===== src/rtl/uart_rx_fifo.sv =====
// UART receiver: 2-flop synchronizer, 3-sample majority voting, parity/frame/break
// detection, and a first-word-fall-through receive FIFO with per-character flags.
module uart_rx_fifo #(
    parameter int FIFO_DEPTH = 8,
    parameter int BAUD_W     = 16
) (
    input  logic                        i_clk,
    input  logic                        i_rst,
    input  logic                        i_enable,
    input  logic [3:0]                  i_data_len_limit,
    input  logic                        i_stop_len_limit,
    input  logic                        i_parity_en,
    input  logic                        i_parity_polarity,
    input  logic [BAUD_W-1:0]           i_baud_limit,
    input  logic                        i_rxd,
    input  logic                        i_rx_pop,
    input  logic                        i_rx_flush,
    input  logic                        i_clear_overrun,
    output logic                        o_rx_valid,
    output logic [8:0]                  o_rx_data,
    output logic                        o_rx_parity_err,
    output logic                        o_rx_frame_err,
    output logic                        o_rx_break,
    output logic [$clog2(FIFO_DEPTH):0] o_rx_level,
    output logic                        o_rx_overrun,
    output logic                        o_rx_busy
);

    localparam int AW = $clog2(FIFO_DEPTH);
    localparam int CW = AW + 1;

    localparam logic [2:0] S_IDLE    = 3'd0;
    localparam logic [2:0] S_START   = 3'd1;
    localparam logic [2:0] S_DATA    = 3'd2;
    localparam logic [2:0] S_PARITY  = 3'd3;
    localparam logic [2:0] S_STOP    = 3'd4;
    localparam logic [2:0] S_PUSH    = 3'd5;
    localparam logic [2:0] S_BRKWAIT = 3'd6;

    // Synchronizer plus two delayed copies that feed the majority vote.
    logic r_rxd_meta, r_rxd_sync, r_rxd_d1, r_rxd_d2;

    always_ff @(posedge i_clk or posedge i_rst) begin
        if (i_rst) begin
            r_rxd_meta <= 1'b1;
            r_rxd_sync <= 1'b1;
            r_rxd_d1   <= 1'b1;
            r_rxd_d2   <= 1'b1;
        end else begin
            r_rxd_meta <= i_rxd;
            r_rxd_sync <= r_rxd_meta;
            r_rxd_d1   <= r_rxd_sync;
            r_rxd_d2   <= r_rxd_d1;
        end
    end

    logic w_fall, w_bit, w_sampling, w_tick;

    assign w_fall = r_rxd_d1 & ~r_rxd_sync;
    assign w_bit  = (r_rxd_sync & r_rxd_d1) | (r_rxd_sync & r_rxd_d2) | (r_rxd_d1 & r_rxd_d2);

    logic [2:0]        r_state;
    logic [BAUD_W-1:0] r_baud_cnt;
    logic [BAUD_W-1:0] r_baud;
    logic [3:0]        r_len;
    logic              r_stop2, r_par_en, r_par_pol;
    logic [3:0]        r_bit_cnt;
    logic [8:0]        r_data;
    logic              r_par, r_all_zero, r_perr, r_ferr, r_brk;

    assign w_sampling = (r_state == S_START) | (r_state == S_DATA) |
                        (r_state == S_PARITY) | (r_state == S_STOP);
    assign w_tick     = w_sampling & (r_baud_cnt == '0);

    always_ff @(posedge i_clk or posedge i_rst) begin
        if (i_rst) begin
            r_state    <= S_IDLE;
            r_baud_cnt <= '0;
            r_baud     <= '0;
            r_len      <= '0;
            r_stop2    <= 1'b0;
            r_par_en   <= 1'b0;
            r_par_pol  <= 1'b0;
            r_bit_cnt  <= '0;
            r_data     <= '0;
            r_par      <= 1'b0;
            r_all_zero <= 1'b0;
            r_perr     <= 1'b0;
            r_ferr     <= 1'b0;
            r_brk      <= 1'b0;
        end else begin
            if (w_sampling)
                r_baud_cnt <= (r_baud_cnt == '0) ? r_baud : r_baud_cnt - 1'b1;

            case (r_state)
                S_IDLE: begin
                    if (i_enable && w_fall) begin
                        r_state    <= S_START;
                        r_baud_cnt <= i_baud_limit >> 1;
                        r_baud     <= i_baud_limit;
                        r_len      <= i_data_len_limit;
                        r_stop2    <= i_stop_len_limit;
                        r_par_en   <= i_parity_en;
                        r_par_pol  <= i_parity_polarity;
                        r_bit_cnt  <= '0;
                        r_data     <= '0;
                        r_par      <= 1'b0;
                        r_all_zero <= 1'b1;
                        r_perr     <= 1'b0;
                        r_ferr     <= 1'b0;
                        r_brk      <= 1'b0;
                    end
                end
                S_START: begin
                    if (w_tick)
                        r_state <= w_bit ? S_IDLE : S_DATA;
                end
                S_DATA: begin
                    if (w_tick) begin
                        r_data <= r_data | (9'(w_bit) << r_bit_cnt);
                        r_par  <= r_par ^ w_bit;
                        if (w_bit)
                            r_all_zero <= 1'b0;
                        if (r_bit_cnt == r_len) begin
                            r_bit_cnt <= '0;
                            r_state   <= r_par_en ? S_PARITY : S_STOP;
                        end else begin
                            r_bit_cnt <= r_bit_cnt + 1'b1;
                        end
                    end
                end
                S_PARITY: begin
                    if (w_tick) begin
                        r_perr <= r_par ^ w_bit ^ r_par_pol;
                        if (w_bit)
                            r_all_zero <= 1'b0;
                        r_state <= S_STOP;
                    end
                end
                S_STOP: begin
                    if (w_tick) begin
                        if (!w_bit)
                            r_ferr <= 1'b1;
                        // A break is decided on the first stop sample only.
                        if (r_bit_cnt == '0)
                            r_brk <= r_all_zero & ~w_bit;
                        if (r_bit_cnt == {3'b000, r_stop2})
                            r_state <= S_PUSH;
                        else
                            r_bit_cnt <= r_bit_cnt + 1'b1;
                    end
                end
                S_PUSH: begin
                    r_state <= r_brk ? S_BRKWAIT : S_IDLE;
                end
                S_BRKWAIT: begin
                    if (r_rxd_sync)
                        r_state <= S_IDLE;
                end
                default: r_state <= S_IDLE;
            endcase
        end
    end

    assign o_rx_busy = (r_state != S_IDLE);

    // Receive FIFO: entry = {break, frame, parity, data[8:0]}.
    logic [11:0]   r_mem [FIFO_DEPTH];
    logic [AW-1:0] r_wr_ptr, r_rd_ptr;
    logic [CW-1:0] r_count;
    logic          r_overrun;

    logic          w_push_req, w_full, w_empty, w_do_pop, w_do_push, w_overflow;
    logic [11:0]   w_entry, w_head;

    assign w_push_req = (r_state == S_PUSH);
    assign w_full     = (r_count == CW'(FIFO_DEPTH));
    assign w_empty    = (r_count == '0);
    assign w_do_pop   = i_rx_pop & ~w_empty & ~i_rx_flush;
    assign w_do_push  = w_push_req & ~i_rx_flush & (~w_full | w_do_pop);
    assign w_overflow = w_push_req & ~i_rx_flush & w_full & ~w_do_pop;
    assign w_entry    = {r_brk, r_ferr, r_perr, r_data};

    // NOTE: storage has no reset; the read side is qualified by the entry count.
    always_ff @(posedge i_clk) begin
        if (w_do_push)
            r_mem[r_wr_ptr] <= w_entry;
    end

    always_ff @(posedge i_clk or posedge i_rst) begin
        if (i_rst) begin
            r_wr_ptr  <= '0;
            r_rd_ptr  <= '0;
            r_count   <= '0;
            r_overrun <= 1'b0;
        end else begin
            if (i_rx_flush) begin
                r_wr_ptr <= '0;
                r_rd_ptr <= '0;
                r_count  <= '0;
            end else begin
                if (w_do_push)
                    r_wr_ptr <= r_wr_ptr + 1'b1;
                if (w_do_pop)
                    r_rd_ptr <= r_rd_ptr + 1'b1;
                if (w_do_push && !w_do_pop)
                    r_count <= r_count + 1'b1;
                else if (!w_do_push && w_do_pop)
                    r_count <= r_count - 1'b1;
            end
            if (w_overflow)
                r_overrun <= 1'b1;
            else if (i_clear_overrun)
                r_overrun <= 1'b0;
        end
    end

    assign w_head          = w_empty ? 12'h000 : r_mem[r_rd_ptr];
    assign o_rx_valid      = ~w_empty;
    assign o_rx_data       = w_head[8:0];
    assign o_rx_parity_err = w_head[9];
    assign o_rx_frame_err  = w_head[10];
    assign o_rx_break      = w_head[11];
    assign o_rx_level      = r_count;
    assign o_rx_overrun    = r_overrun;

endmodule


===== config.mk =====
export PLATFORM = sky130hd
export DESIGN_NAME = uart_rx_fifo
export DESIGN_NICKNAME = d
export VERILOG_FILES = /design/src/rtl/uart_rx_fifo.sv
export SDC_FILE = /design/constraint.sdc
export NUM_CORES = 1
export LEC_CHECK = 0
export CORE_ASPECT_RATIO = 0.6
export CORE_MARGIN = 2
export CORE_UTILIZATION = 53
export DETAILED_ROUTE_END_ITERATION = 10
export GPL_TIMING_DRIVEN = 0
export PLACE_DENSITY = 0.72
export SLEW_MARGIN = 20
export SYNTH_ARGS = -nofsm -noshare
export SYNTH_HDL_FRONTEND = slang
export SYNTH_SLANG_ARGS = --single-unit

===== constraint.sdc =====
create_clock -name i_clk -period 2.5 [get_ports i_clk]
set_input_delay 0.5 -clock i_clk [delete_from_list [all_inputs] [get_ports i_clk]]
set_output_delay 0.5 -clock i_clk [all_outputs]
set_load 0.05 [all_outputs]

==> run_results.csv <==
group,metric,value,unit
route,wl_per_cell,21.43,µm
setup_path,rr_endpoint,"r_baud[2]$_DFFE_PP0P_",
power,power.net_switching,0.004077,W
setup_path,critical_path.cell_chain,"buf_8 -> buf_12 -> mux4_2 -> mux2i_4 -> nor2_2 -> buf_6",
floorplanning,top_level_ports,49,
synth,post_synth_inst_count,610,
cells_and_area,layout.cells.most_common,"sky130_fd_sc_hd__edfxtp_1",
route,top_routing_layer_in_use,"met4",
setup_path,critPathSlowestCell,"sky130_fd_sc_hd__mux4_2",
route,routed-wl-met2,8587,µm
hold_path,worst_hold_path_type,"reg2reg",
synth,synth_fa_ha_area_share,1.559,%
cells_and_area,antenna_cells_inserted,0,
power,clock_power_share,25.3,%
power,power-per-cell-area,1128,nW/µm²
timing,final.min_clock_period,2.610,ns
global_routing,pin_count_of_the_biggest_net_entering_global_routing,43,
placement,detailed_place_hpwl,12510,µm
synth,post_synth_xor_area_fraction,1.364,%
floorplanning,floorplan.rows,34,
floorplanning,die_h,97.40,µm
setup_path,critical_path_buf_inv_count,3,
power,switching_share_of_power,37.32,%
synth,synth-edff-count,96,
setup_path,setup.worst_path.end_class,"output pin",
cts,clkLatencyLatePin,0.43,ns
setup_path,setup.worst_path.start_class,"flip-flop",
setup_path,reg2reg_setup_slack,-0.01,ns
route,vias_cell,6.091,
setup_path,critPathTopFamily,"multiplexers",
timing,post_route_fraction_of_the_period_consumed_by_the_critical_path,104.4,%
synth,synth_area,7706,µm²
cells_and_area,finalNonFillerCells,913,
timing,slew_violations,0,
timing,setup-violations-final,14,
synth,synth_seq_area_share,61.83,%
route,dr.pass1.iters,5,
global_routing,number_of_antenna_violations_at_the_first_check_in_global_routing,0,
route,wl,19570,µm
timing,grt_setup_unrepaired,"true",
cells_and_area,multiInputGateArea,3014,µm²
route,met3WireLength,1876,µm
route,detail-route-antenna-nets,0,
cells_and_area,post_route_cells_drive_above_1_share,24.34,%
cells_and_area,seq_area,4771,µm²
cts,clkSlewWorstSetupHoldPaths,0.07,ns
power,power.sequential.fraction,39.1,%
setup_path,critical_path_cell_count,6,
floorplanning,die_width,159.7,µm
timing,final.setup.worst_slack,-0.1099,ns
placement,globalplace.congestion,0.8824,
power,p_leak,3.638,nW
synth,synth_simple_gate_area_share,12.99,%
cts,cts_max_level,4,
synth,syn-num-nets,649,
cells_and_area,mostFrequentLayoutCells,"sky130_fd_sc_hd__edfxtp_1, sky130_fd_sc_hd__nand2_1, sky130_fd_sc_hd__dfrtp_1",
cts,clk_root_buffer_cell,"sky130_fd_sc_hd__clkbuf_16",
setup_path,timing.setup.critical_path_class,"reg2out",
route,via_count,5561,
placement,port-buffer-count,48,
timing,max-slew-margin-rel,58.01,%
global_routing,grt_pass1_wl,30770,µm
route,drc_errors,0,
cells_and_area,design.final.nets,741,
run,max-cap-violations,0,
floorplanning,initial_utilization,53.75,%
cells_and_area,final_core_util,67.56,%
synth,synth_top_family_by_area,"simple AND/OR/NAND/NOR gates",
power,peakVddDrop,0.5092,mV
setup_path,r2r-start,"r_state[1]$_DFFE_PP0P_",
route,detail_route.iter0.violations,650,
cts,cts_tree,"done",
cts,cts-root-to-sink-buffers,2,
cells_and_area,stdcell_area,9686,µm²
power,power_report.internal_total,0.006847,W
setup_path,reg2regPathDepth,7,
cells_and_area,layout.filler_cells,1014,
synth,synth_async_sr_flop_share,43.86,%
power,pwr-share-comb,35.5,%
cts,cts_hold_buf,0,
global_routing,global_route.overflow_total,0,
setup_path,slowest_delay,0.56,ns
synth,synthesis.yosys.warnings,0,
run_status,violations,"negative setup slack",
synth,synth-compound-area-share,10.54,%
synth,syn_area_per_cell,12.63,µm²
synth,commonest_register_cell_after_synthesis,"sky130_fd_sc_hd__edfxtp_1",
floorplanning,coreArea,14340,µm²
synth,synth_mux_area_share,8.995,%
timing,clock-skew-final,0.01084,ns
timing,worst_max_slew_pin_slew,0.6298,ns
route,routedLengthMet1,8887,µm
setup_path,crit_arrival,2.11,ns
setup_path,cp_required,2.00,ns
run_status,outcome,"finished with violations",
global_routing,globalRouteTotalUtil,26.22,%
setup_path,worstSetupEndpoint,"o_rx_data[2]",
placement,dpl_cell_area,8563,µm²
cts,cts_sinks,171,
timing,number_of_endpoints_with_negative_hold_slack_in_the_final_report,0,
setup_path,crit_path_start,"r_rd_ptr[0]$_DFFE_PP0P_",
synth,yosys_register_bits,171,
global_routing,first_global_vias,5502,
placement,numPlacedInstances,859,
cells_and_area,flow.area_growth_from_synthesis,25.69,%
floorplanning,floorplan.die_area,15550,µm²
setup_path,critPathMaxFanout,5,
synth,netlist-cell-type-count,71,
timing,maxClockFrequency,0.3832,GHz
cts,cts-buffers-inserted,17,
timing,final_sum_of_negative_setup_slack,-0.5311,ns
## repair_timing
action | CTS | global route
setup buffers | 12 | 13
resized for setup | 129 | 32
gates cloned | 2 | 0
pin swaps | 4 | 13
endpoints found under the setup margin | 126 | 50
## worst min-delay path by stage
stage	depth (start not counted)	endpoint	slack [ns]	startpoint
3_3_place_gp	0	r_rxd_sync$_DFF_PP1_	0.35	r_rxd_meta$_DFF_PP1_
6_report	0	r_rxd_sync$_DFF_PP1_	0.36	r_rxd_meta$_DFF_PP1_
5_1_grt	0	r_rxd_sync$_DFF_PP1_	0.36	r_rxd_meta$_DFF_PP1_
4_1_cts	0	r_rxd_sync$_DFF_PP1_	0.36	r_rxd_meta$_DFF_PP1_
3_5_place_dp	0	r_rxd_sync$_DFF_PP1_	0.35	r_rxd_meta$_DFF_PP1_
2_1_floorplan	0	r_rxd_sync$_DFF_PP1_	0.35	r_rxd_meta$_DFF_PP1_
## metrics by stage
step | hold WS (ns) | total power (W) | setup WS (ns)
2_1_floorplan | 0.3452 | 0.006520 | -0.07036
3_3_place_gp | 0.3493 | 0.007481 | -1.475
3_5_place_dp | 0.3503 | 0.007626 | -0.8939
4_1_cts | 0.3607 | 0.01074 | -0.1404
5_1_grt | 0.3649 | 0.01140 | -0.1938
6_report | 0.3600 | 0.01092 | -0.1099
## flip-flops by register name, indices dropped and copies added, names as in the netlist, 4 cells and up
register    cells
o_rx_level      4
r_baud_cnt     16
r_data          9
r_baud         16
r_len           4
r_mem          96
r_bit_cnt       4
## final cells by class
type,instances,share of cell area (%)
tap,198,2.558
timing repair buffer,77,8.035
buffer,32,2.119
inverter,15,0.6072
clock inverter,15,1.912
sequential,171,49.26
multi-input combinational,388,31.12
clock buffer,17,4.392
## power by group through the flow
stage / Combinational (W) / Sequential, W / Clock [W]
6_report: 0.00388 / 0.00428 / 0.00277
5_1_grt: 0.00417 / 0.00435 / 0.00288
4_1_cts: 0.00373 / 0.00424 / 0.00277
3_5_place_dp: 0.00336 / 0.00426 / 0
3_3_place_gp: 0.00327 / 0.00421 / 0
2_1_floorplan: 0.00238 / 0.00414 / 0
## cells in the mapped netlist, drive strengths merged, types with 4 or more instances
cell | count | area (µm²)
nand3 | 11 | 55.05
mux4 | 24 | 540.5
or4 | 5 | 45.04
o31ai | 7 | 52.55
ha | 8 | 100.1
inv | 15 | 56.30
buf | 9 | 52.54
nor3 | 16 | 80.08
o41ai | 5 | 43.79
clkbuf | 27 | 101.4
nand2 | 86 | 322.8
dfrtp | 71 | 1777
dfstp | 4 | 105.1
a21oi | 24 | 120.1
a22o | 5 | 43.79
mux2i | 13 | 130.1
nor4 | 6 | 52.55
a2bb2oi | 5 | 43.79
xnor2 | 8 | 70.07
o21ai | 35 | 175.2
nor2 | 49 | 183.9
a31oi | 6 | 37.54
or3 | 6 | 37.54
xor2 | 4 | 35.03
edfxtp | 96 | 2883
nand2b | 7 | 43.79
## routing by layer
layer,global-route usage (%),up-vias
met5,0,-
met4,6.853,0
met3,7.725,25
met2,37.43,292
met1,39.55,2774
li1,-,2470
## cell families (layout without fill, tap and decap cells)
kind of cell	count (synthesis)	in the layout
adders and majority gates	9	9
DFF	171	171
AOI/OAI and AO/OA	122	122
xor gates and xnor gates	12	12
buffers and inverters	51	156
muxes	39	39
and+or+nand+nor	206	206
## worst register-to-register path: cells and delay by family (launching register included)
family / cells / cell delay (ns)
buffers and inverters: 3 / 1.06
flip-flops: 1 / 0.44
AND/OR/NAND/NOR: 4 / 0.95
No activity file was read; power rests on OpenSTA's default activity.
